### src/rtl/dbus_mmio_if.sv
// CPU data-side bus between the MEM stage (master) and the data bus block (slave).
// Load data and bus error come back combinationally in the same cycle.
interface dbus_mmio_if #(
  parameter int XLEN = 32
);
  logic            mem_load;
  logic            mem_store;
  logic [XLEN-1:0] address;
  logic [XLEN-1:0] store_data;
  logic [XLEN-1:0] load_data;
  logic            bus_error;

  modport master (
    output mem_load, mem_store, address, store_data,
    input  load_data, bus_error
  );

  modport slave (
    input  mem_load, mem_store, address, store_data,
    output load_data, bus_error
  );
endinterface

### src/rtl/dbus_mmio.sv
// Data bus decoder: external RAM window plus an MMIO page holding a buffered
// UART transmitter and a 64-bit machine timer with compare interrupt.
module dbus_mmio #(
  parameter int              XLEN        = 32,
  parameter logic [XLEN-1:0] IO_BASE     = 32'h1000_0000,
  parameter logic [XLEN-1:0] RAM_BASE    = 32'h0000_0000,
  parameter int              RAM_AW      = 16,
  parameter int              FIFO_DEPTH  = 8,
  parameter logic [15:0]     DEFAULT_DIV = 16'd867
) (
  input  logic              clock,
  input  logic              reset,
  dbus_mmio_if.slave        bus,
  output logic [RAM_AW-1:0] ram_addr,
  output logic              ram_we,
  output logic [XLEN-1:0]   ram_wdata,
  input  logic [XLEN-1:0]   ram_rdata,
  output logic              uart_tx,
  output logic              timer_irq
);

  localparam int PW = $clog2(FIFO_DEPTH);

  typedef enum logic [1:0] {IDLE, START, DATA, STOP} tx_state_e;

  logic        ram_sel, io_sel, io_wr;
  logic [9:0]  reg_idx;
  logic [31:0] wdata;
  logic [31:0] io_rdata;

  assign reg_idx = bus.address[11:2];
  assign wdata   = bus.store_data[31:0];
  assign ram_sel = bus.address[XLEN-1:RAM_AW] == RAM_BASE[XLEN-1:RAM_AW];
  assign io_sel  = bus.address[XLEN-1:12] == IO_BASE[XLEN-1:12];
  assign io_wr   = bus.mem_store && io_sel;

  assign ram_addr      = bus.address[RAM_AW-1:0];
  assign ram_we        = bus.mem_store && ram_sel;
  assign ram_wdata     = bus.store_data;
  assign bus.bus_error = (bus.mem_load || bus.mem_store) && !ram_sel && !io_sel;

  logic [7:0]    fifo_mem [FIFO_DEPTH];
  logic [PW-1:0] wr_ptr, rd_ptr;
  logic [PW:0]   count;
  logic          full, empty, push_req, push, pop, overrun;
  logic [15:0]   div;

  tx_state_e     state_q, state_d;
  logic [15:0]   cnt_q, cnt_d, frame_div_q;
  logic [2:0]    idx_q, idx_d;
  logic [7:0]    shift_q;
  logic          tx_d;

  assign full     = count == (PW + 1)'(FIFO_DEPTH);
  assign empty    = count == '0;
  assign push_req = io_wr && reg_idx == 10'h000;
  // A push against a full FIFO is dropped even if the UART pops this cycle.
  assign push     = push_req && !full;
  assign pop      = state_q == IDLE && !empty;

  always_ff @(posedge clock) begin
    if (push) fifo_mem[wr_ptr] <= wdata[7:0];
  end

  always_ff @(posedge clock or negedge reset) begin
    if (!reset) begin
      wr_ptr  <= '0;
      rd_ptr  <= '0;
      count   <= '0;
      overrun <= 1'b0;
      div     <= DEFAULT_DIV;
    end else begin
      if (push) wr_ptr <= wr_ptr + 1'b1;
      if (pop)  rd_ptr <= rd_ptr + 1'b1;
      case ({push, pop})
        2'b10:   count <= count + 1'b1;
        2'b01:   count <= count - 1'b1;
        default: count <= count;
      endcase
      if (push_req && full)
        overrun <= 1'b1;
      else if (io_wr && reg_idx == 10'h001 && wdata[3])
        overrun <= 1'b0;
      if (io_wr && reg_idx == 10'h002) div <= wdata[15:0];
    end
  end

  // The divider is latched per frame so a DIV write never stretches a frame in flight.
  always_ff @(posedge clock or negedge reset) begin
    if (!reset) begin
      state_q     <= IDLE;
      cnt_q       <= '0;
      idx_q       <= '0;
      shift_q     <= '0;
      frame_div_q <= '0;
      uart_tx     <= 1'b1;
    end else begin
      state_q <= state_d;
      cnt_q   <= cnt_d;
      idx_q   <= idx_d;
      uart_tx <= tx_d;
      if (pop) begin
        shift_q     <= fifo_mem[rd_ptr];
        frame_div_q <= div;
      end
    end
  end

  always_comb begin
    state_d = state_q;
    cnt_d   = cnt_q;
    idx_d   = idx_q;
    tx_d    = 1'b1;
    case (state_q)
      IDLE: begin
        if (!empty) begin
          state_d = START;
          cnt_d   = div;
        end
      end
      START: begin
        if (cnt_q == '0) begin
          state_d = DATA;
          cnt_d   = frame_div_q;
          idx_d   = '0;
        end else begin
          cnt_d = cnt_q - 1'b1;
        end
      end
      DATA: begin
        if (cnt_q == '0) begin
          cnt_d = frame_div_q;
          if (idx_q == 3'd7) state_d = STOP;
          else               idx_d   = idx_q + 1'b1;
        end else begin
          cnt_d = cnt_q - 1'b1;
        end
      end
      STOP: begin
        if (cnt_q == '0) state_d = IDLE;
        else             cnt_d   = cnt_q - 1'b1;
      end
      default: state_d = IDLE;
    endcase
    case (state_d)
      START:   tx_d = 1'b0;
      DATA:    tx_d = shift_q[idx_d];
      default: tx_d = 1'b1;
    endcase
  end

  logic [63:0] mtime, mtimecmp;

  always_ff @(posedge clock or negedge reset) begin
    if (!reset) begin
      mtime    <= '0;
      mtimecmp <= '1;
    end else begin
      if (io_wr && reg_idx == 10'h004)
        mtime[31:0] <= wdata;
      else if (io_wr && reg_idx == 10'h005)
        mtime[63:32] <= wdata;
      else
        mtime <= mtime + 64'd1;
      if (io_wr && reg_idx == 10'h006) mtimecmp[31:0]  <= wdata;
      if (io_wr && reg_idx == 10'h007) mtimecmp[63:32] <= wdata;
    end
  end

  assign timer_irq = mtime >= mtimecmp;

  always_comb begin
    io_rdata = '0;
    case (reg_idx)
      10'h001: io_rdata = {16'b0, 8'(count), 4'b0, overrun, state_q != IDLE, empty, full};
      10'h002: io_rdata = {16'b0, div};
      10'h004: io_rdata = mtime[31:0];
      10'h005: io_rdata = mtime[63:32];
      10'h006: io_rdata = mtimecmp[31:0];
      10'h007: io_rdata = mtimecmp[63:32];
      default: io_rdata = '0;
    endcase
  end

  assign bus.load_data = ram_sel ? ram_rdata :
                         io_sel  ? XLEN'(io_rdata) : '0;

endmodule
### src/flat_wrapper.sv
// flat-port wrapper written by rule: the top's interface ports become plain ports
module dbus_mmio_flat 
#(
  parameter int              XLEN        = 32,
  parameter logic [XLEN-1:0] IO_BASE     = 32'h1000_0000,
  parameter logic [XLEN-1:0] RAM_BASE    = 32'h0000_0000,
  parameter int              RAM_AW      = 16,
  parameter int              FIFO_DEPTH  = 8,
  parameter logic [15:0]     DEFAULT_DIV = 16'd867
)
  (clock, reset, ram_addr, ram_we, ram_wdata, ram_rdata, uart_tx, timer_irq, bus_mem_load, bus_mem_store, bus_address, bus_store_data, bus_load_data, bus_bus_error);
  dbus_mmio_if #(.XLEN(XLEN)) bus_i ();
  input  logic clock;
  input  logic reset;
  output logic [RAM_AW-1:0] ram_addr;
  output logic ram_we;
  output logic [XLEN-1:0] ram_wdata;
  input  logic [XLEN-1:0] ram_rdata;
  output logic uart_tx;
  output logic timer_irq;
  input wire logic [$bits(bus_i.mem_load)-1:0] bus_mem_load;
  input wire logic [$bits(bus_i.mem_store)-1:0] bus_mem_store;
  input wire logic [$bits(bus_i.address)-1:0] bus_address;
  input wire logic [$bits(bus_i.store_data)-1:0] bus_store_data;
  output wire logic [$bits(bus_i.load_data)-1:0] bus_load_data;
  output wire logic [$bits(bus_i.bus_error)-1:0] bus_bus_error;
  assign bus_i.mem_load = bus_mem_load;
  assign bus_i.mem_store = bus_mem_store;
  assign bus_i.address = bus_address;
  assign bus_i.store_data = bus_store_data;
  assign bus_load_data = bus_i.load_data;
  assign bus_bus_error = bus_i.bus_error;
  dbus_mmio #(.XLEN(XLEN), .IO_BASE(IO_BASE), .RAM_BASE(RAM_BASE), .RAM_AW(RAM_AW), .FIFO_DEPTH(FIFO_DEPTH), .DEFAULT_DIV(DEFAULT_DIV)) u_core (.clock(clock), .reset(reset), .bus(bus_i), .ram_addr(ram_addr), .ram_we(ram_we), .ram_wdata(ram_wdata), .ram_rdata(ram_rdata), .uart_tx(uart_tx), .timer_irq(timer_irq));
endmodule
### config.mk
export PLATFORM = sky130hd
export DESIGN_NAME = dbus_mmio_flat
export DESIGN_NICKNAME = d
export VERILOG_FILES = /design/src/rtl/dbus_mmio_if.sv /design/src/rtl/dbus_mmio.sv /design/src/flat_wrapper.sv
export SDC_FILE = /design/constraint.sdc
export NUM_CORES = 1
export LEC_CHECK = 0
export ABC_AREA = 1
export CAP_MARGIN = 20
export CORE_UTILIZATION = 42
export CTS_CLUSTER_DIAMETER = 100
export DETAILED_ROUTE_END_ITERATION = 12
export MAX_ROUTING_LAYER = met4
export PLACE_DENSITY = 0.74
export SLEW_MARGIN = 20
export SYNTH_ARGS = -nofsm -noshare
export SYNTH_HDL_FRONTEND = slang
export SYNTH_SLANG_ARGS = --single-unit
### constraint.sdc
create_clock -name clock -period 6.58 [get_ports clock]
set_clock_uncertainty 0.2 [all_clocks]
set_input_delay 0.658 -clock clock [delete_from_list [all_inputs] [get_ports clock]]
set_output_delay 0.658 -clock clock [all_outputs]
set_load 0.02 [all_outputs]
; Word level (Yosys, flattened, before mapping)
; Memory sizes are Yosys's and may differ from the RTL's. A register that Yosys moved wholly into a read port is not among the register bits.
; Index checks and enable logic that the tools add are counted.
[op_classes]
order_cmp = 2
n_eq_ne = 19
addsub = 7
n_reduce_logical = 31
mux = 28
[ops]
columns = cell, count
row1 = 32-bit case mux with 6 select lines, 1
row2 = 32-bit 2-to-1 mux, 5
row3 = 64-bit by 1-bit adder with 64-bit output (second input constant), 1
row4 = 64-bit greater-or-equal comparator, 1
row5 = 16-bit 2-to-1 mux, 3
row6 = 16-bit case mux with 3 select lines, 1
row7 = 10-bit by 3-bit equality test with 1-bit output (second input constant), 4
row8 = 16-bit zero test, 2
row9 = 20-bit by 17-bit equality test with 1-bit output (second input constant), 1
row10 = 16-bit by 1-bit subtractor with 16-bit output (second input constant), 1
row11 = 1-bit logical AND, 15
row12 = 10-bit by 1-bit equality test with 1-bit output (second input constant), 1
row13 = 10-bit by 2-bit equality test with 1-bit output (second input constant), 1
row14 = 10-bit zero test, 1
row15 = 2-bit 2-to-1 mux, 5
row16 = 3-bit by 1-bit adder with 3-bit output (second input constant), 3
row17 = 3-bit 2-to-1 mux, 3
row18 = 2-bit equality test (second input constant), 4
row19 = 2-bit case mux with 4 select lines, 1
row20 = 4-bit case mux with 2 select lines, 1
row21 = 2-bit by 1-bit equality test with 1-bit output (second input constant), 3
row22 = 3-bit case mux with 2 select lines, 1
row23 = 2-bit nonzero test, 3
row24 = 1-bit zero test, 5
row25 = 15 further kinds, 20
[totals]
inputBits = 100
output_inout_bits = 84
register_bits = 193
ramBits = 64
mem_count = 1
[mem_list]
columns = name, depth, width, rd, rd_clocked_by_memory_dff, wr, line
row1 = u_core.fifo_mem, 8, 8, 1, 1, 1, dbus_mmio.sv:42  ; logic [7:0] fifo_mem [FIFO_DEPTH];

; Longest topological paths before layout
[logic_depth]
depth_word = 7
depth_mapped = 17

; Least setup slack after synthesis
; Ideal clock, no wire load.
[synth_timing]
path_kind = input port to output port
start = input bus_address[9]
end = output bus_load_data[21]
path_buffers = 1
path_stages = 8
arrival_ps = 2280
path_slack_ps = 3442
required_time_ps = 5722
path_cell_list = nor2_1 nand2_1 nor2_1 nand2_1 a31oi_4 inv_2 clkbuf_1 o21ai_0
[synth_between]
elab_chain_len = 4
word_cells_on_any_way = 9
[synth_rtl]
columns = element, line
row1 = start: declaration, flat_wrapper.sv:23  ; input wire logic [$bits(bus_i.address)-1:0] bus_address;
row2 = 10-bit by 3-bit equality test with 1-bit output (tied with other cells), dbus_mmio.sv:174  ; case (reg_idx)
row3 = 32-bit case mux with 6 select lines (*), dbus_mmio.sv:174
row4 = 32-bit 2-to-1 mux (*), dbus_mmio.sv:186  ; io_sel ? XLEN'(io_rdata) : '0;
row5 = 32-bit 2-to-1 mux (*), dbus_mmio.sv:185  ; assign bus.load_data = ram_sel ? ram_rdata :
row6 = end: declaration, flat_wrapper.sv:25  ; output wire logic [$bits(bus_i.load_data)-1:0] bus_load_data;
; Mark *: on every way between the ends. The rest lies on a longest branch, timed or not.

; Worst setup path after layout
[layout_timing]
start = register u_core.mtimecmp[63]
end = output timer_irq
[layout_between]
elab_chain_len = 1
[layout_rtl]
columns = element, line
row1 = start: declaration, dbus_mmio.sv:152  ; logic [63:0] mtime, mtimecmp;
row2 = start signal: assignment, dbus_mmio.sv:166  ; if (io_wr && reg_idx == 10'h007) mtimecmp[63:32] <= wdata;
row3 = 64-bit greater-or-equal comparator, dbus_mmio.sv:170  ; assign timer_irq = mtime >= mtimecmp;
row4 = end: declaration, flat_wrapper.sv:20  ; output logic timer_irq;
; Every way passes these cells.

==> reports/qor.yml <==
ys_ff_latch: 265
start_util_pct: 42.5
power_density_nw_per_um2: 212
worstHoldStart: "u_core.mtimecmp[33]"
reg2reg_from: "u_core.mtime[1]"
maxCapViolations: 0
holdCritPathClass: "register to register"
grt_pass1_vias: 15200
cts_made_buffers: 34
design.die.area_um2: 41000
reg2reg_setup_slack_ns: 3.53
final_antenna_net_count: 0
track_usage_pct: 28.6
area_growth_pct: 18.3
drt_first_pass_iters: 5
fmaxAchievable_mhz: 204
critPathArrivalTime_ns: 4.06
drive_gt1_share_pct: 10.4
die_x_um: 203
hold_path_end: "u_core.mtimecmp[33]"
worst_r2r_path_depth: 11
crit_type: "register to primary output"
synth_ff_type: "dfrtp_1"
syn_area_um2: 16900
clkTransAtPathRegs_ns: 0.06
numPortBuffers: 179
layout.nets: 2369
drt_wl_total_um: 57000
grt_pass1_wl_um: 87500
rows: 73
ir_drop_v: 0.000133
grt_max_degree: 81
insertion_delay_ns: 0.55
postPlaceCellArea_um2: 18800
fin_area_um2: 20000
synth_cell_types: 52
setup_tns_ns: 0
grt-ovfl-total: 0
setup_violations: 0
antenna_found_initial: 0
min_period_over_period_pct: 74.7
viasPerCell: 5.71
hpwl_um: 42600
hold_viol: 0
ys.warnings.count: 0
final_common_cell: "nand2_1"
synth_nets: 2251
cts_root_buf: "clkbuf_16"
cp_max_fo: 3
worst_slew_pin_slew_ns: 1.25
cts_tree: "done"
post_cts_resized: 0
mostFrequentLayoutCells: "391 x nand2_1, 279 x inv_1, 199 x o21ai_0, 178 x clkdlybuf4s50_1, 148 x nor2_1"
max_slew_margin_pct: 16.0
drt_iter0_drc: 1441
period_minus_slack_ns: 4.91
clock_path_buffers: 3
io_pins: 184
netlist_instances: 2073
cp.required_ns: 5.72
cts.sinks: 265
worst_r2r_endpoint: "u_core.mtime[42]"
drc: 0
status: "completed"
rsz0062_at_grt: "false"
core_um2: 39700
num_vias: 15700
async_flop_share_pct: 75.8
end_kind: "primary output"
gp_congestion: 0.966
leakage_nw: 7.94
die_y_um: 203
drv_slew: 0
post_drt_wl_per_cell_um: 20.8
htreeDepth: 2
synth_edf_count: 64
synth-seq-area-share_pct: 41.7
syn_area_per_cell_um2: 8.15
whs_path_depth: 2
cp-start-kind: "register"
[logic make-up (layout without fill, tap and decap cells)]
logic type	count (synthesis)	count (layout)	synth area share (%)
AOI/OAI and AO/OA	476	476	18.1
xor gates and xnor gates	65	65	3.37
adders and majority gates	78	78	5.78
buffers and inverters	403	546	10.4
DFF	265	265	41.7
other	0	1	0
and+or+nand+nor	786	786	20.6
[worst max-delay path: stages, from the launching register on]
cell and delay, ns:
dfstp_2 0.57, inv_1 0.05, ha_1 0.30, nand2_1 0.06
inv_1 0.07, nand3_1 0.06, inv_1 0.10, nand2_1 0.14
nor4_1 0.97, and3_1 0.33, nand4_1 0.08, nand3_1 0.16
clkdlybuf4s50_1 0.63
[worst max path at each step]
stage / startpoint / to / slack [ns] / cells after the start
finish: u_core.mtimecmp[63] / timer_irq / 1.67 / 12
global route: bus_address[3] / bus_load_data[16] / 1.46 / 9
CTS: u_core.mtimecmp[63] / timer_irq / 1.75 / 12
detailed placement: bus_address[3] / bus_load_data[20] / 1.78 / 9
global placement: bus_address[3] / bus_load_data[19] / 1.89 / 9
floorplan: bus_address[9] / bus_load_data[21] / 3.44 / 8
[metal layers]
layer / up-vias / GRT usage (%) / wire length (um) / share of wire (%)
li1: 7267 / - / - / -
met1: 7577 / 35.2 / 23300 / 41
met2: 686 / 47.7 / 27700 / 49
met3: 131 / 3.85 / 3880 / 6.8
met4: 0 / 10.7 / 2090 / 3.7
met5: - / - / 0 / 0
[cell type report]
type	count	area, um2
multi-input cells	1405	8130
inverters	287	1080
clock buffers	51	1010
clock inverters	10	131
well taps	525	657
diodes	1	2.50
flip-flops and latches	265	7040
fillers	3769	19700
repair buffers	198	1940
[what timing repair did]
action                                 4_1_cts  5_1_grt
endpoints found under the hold margin       72        0
hold buffers                                 1        0
buffers inserted                             0        0
[flip-flops by register name (all words and copies together) (netlist names)]
name and cells:
u_core.cnt_q 16, u_core.count 4, u_core.div 16, u_core.fifo_mem 64, u_core.frame_div_q 16, u_core.idx_q 3, u_core.mtime 64, u_core.mtimecmp 64
u_core.overrun 1, u_core.rd_ptr 3, u_core.shift_q 8, u_core.state_q 2, u_core.uart_tx 1, u_core.wr_ptr 3
[per-stage QoR]
step                      utilization (%)  hold slack [ns]  setup WS [ns]  instances  power [mW]
after detailed placement             47.3            0.271           1.78       2679        2.35
final                                50.3            0.279           1.67       2742        4.23
after CTS                            50.2            0.281           1.75       2741        4.25
after global placement               47.3            0.264           1.89       2679        2.34
after global routing                 50.3            0.292           1.46       2741        4.38
after floorplan                         -            0.162           3.44       2073        2.12
[report_power, final]
group	total (mW)	internal, mW	leakage (nW)	switching (mW)
logic	0.577	0.198	4.40	0.379
registers	1.75	1.73	2.99	0.0275
clock network	1.90	1.14	0.551	0.756
total	4.23	3.07	7.94	1.16
[synth_stat cells, types with 3 or more instances]
cell	count	area share [%]
nand3_1	75	2.2
dfrtp_1	130	19
nor2_4	6	0.40
xor2_1	60	3.1
a31oi_1	5	0.19
inv_2	6	0.13
o221ai_1	39	2.0
buf_4	48	2.1
o22ai_1	50	1.9
nand3b_1	3	0.13
o21bai_1	3	0.13
nor4_1	13	0.48
xnor2_1	5	0.26
buf_2	14	0.41
or2_2	3	0.11
dfstp_2	71	11
inv_1	279	6.2
o21ai_0	199	5.9
a21o_1	4	0.18
nor3b_1	3	0.13
o211ai_1	30	1.3
nand3_2	4	0.24
a21oi_1	68	2.0
buf_6	7	0.47
o21ai_1	22	0.65
nor2_2	6	0.22
o31ai_1	5	0.22
nor3_1	62	1.8
edfxtp_1	64	11
nand2_2	24	0.89
o221ai_2	24	2.1
o21a_1	3	0.13
ha_1	78	5.8
nand4_1	36	1.3
a221oi_1	17	0.88
nor2_1	149	3.3
clkbuf_1	45	1.0
nand2_1	394	8.8
(Power assumes the default switching activity.)
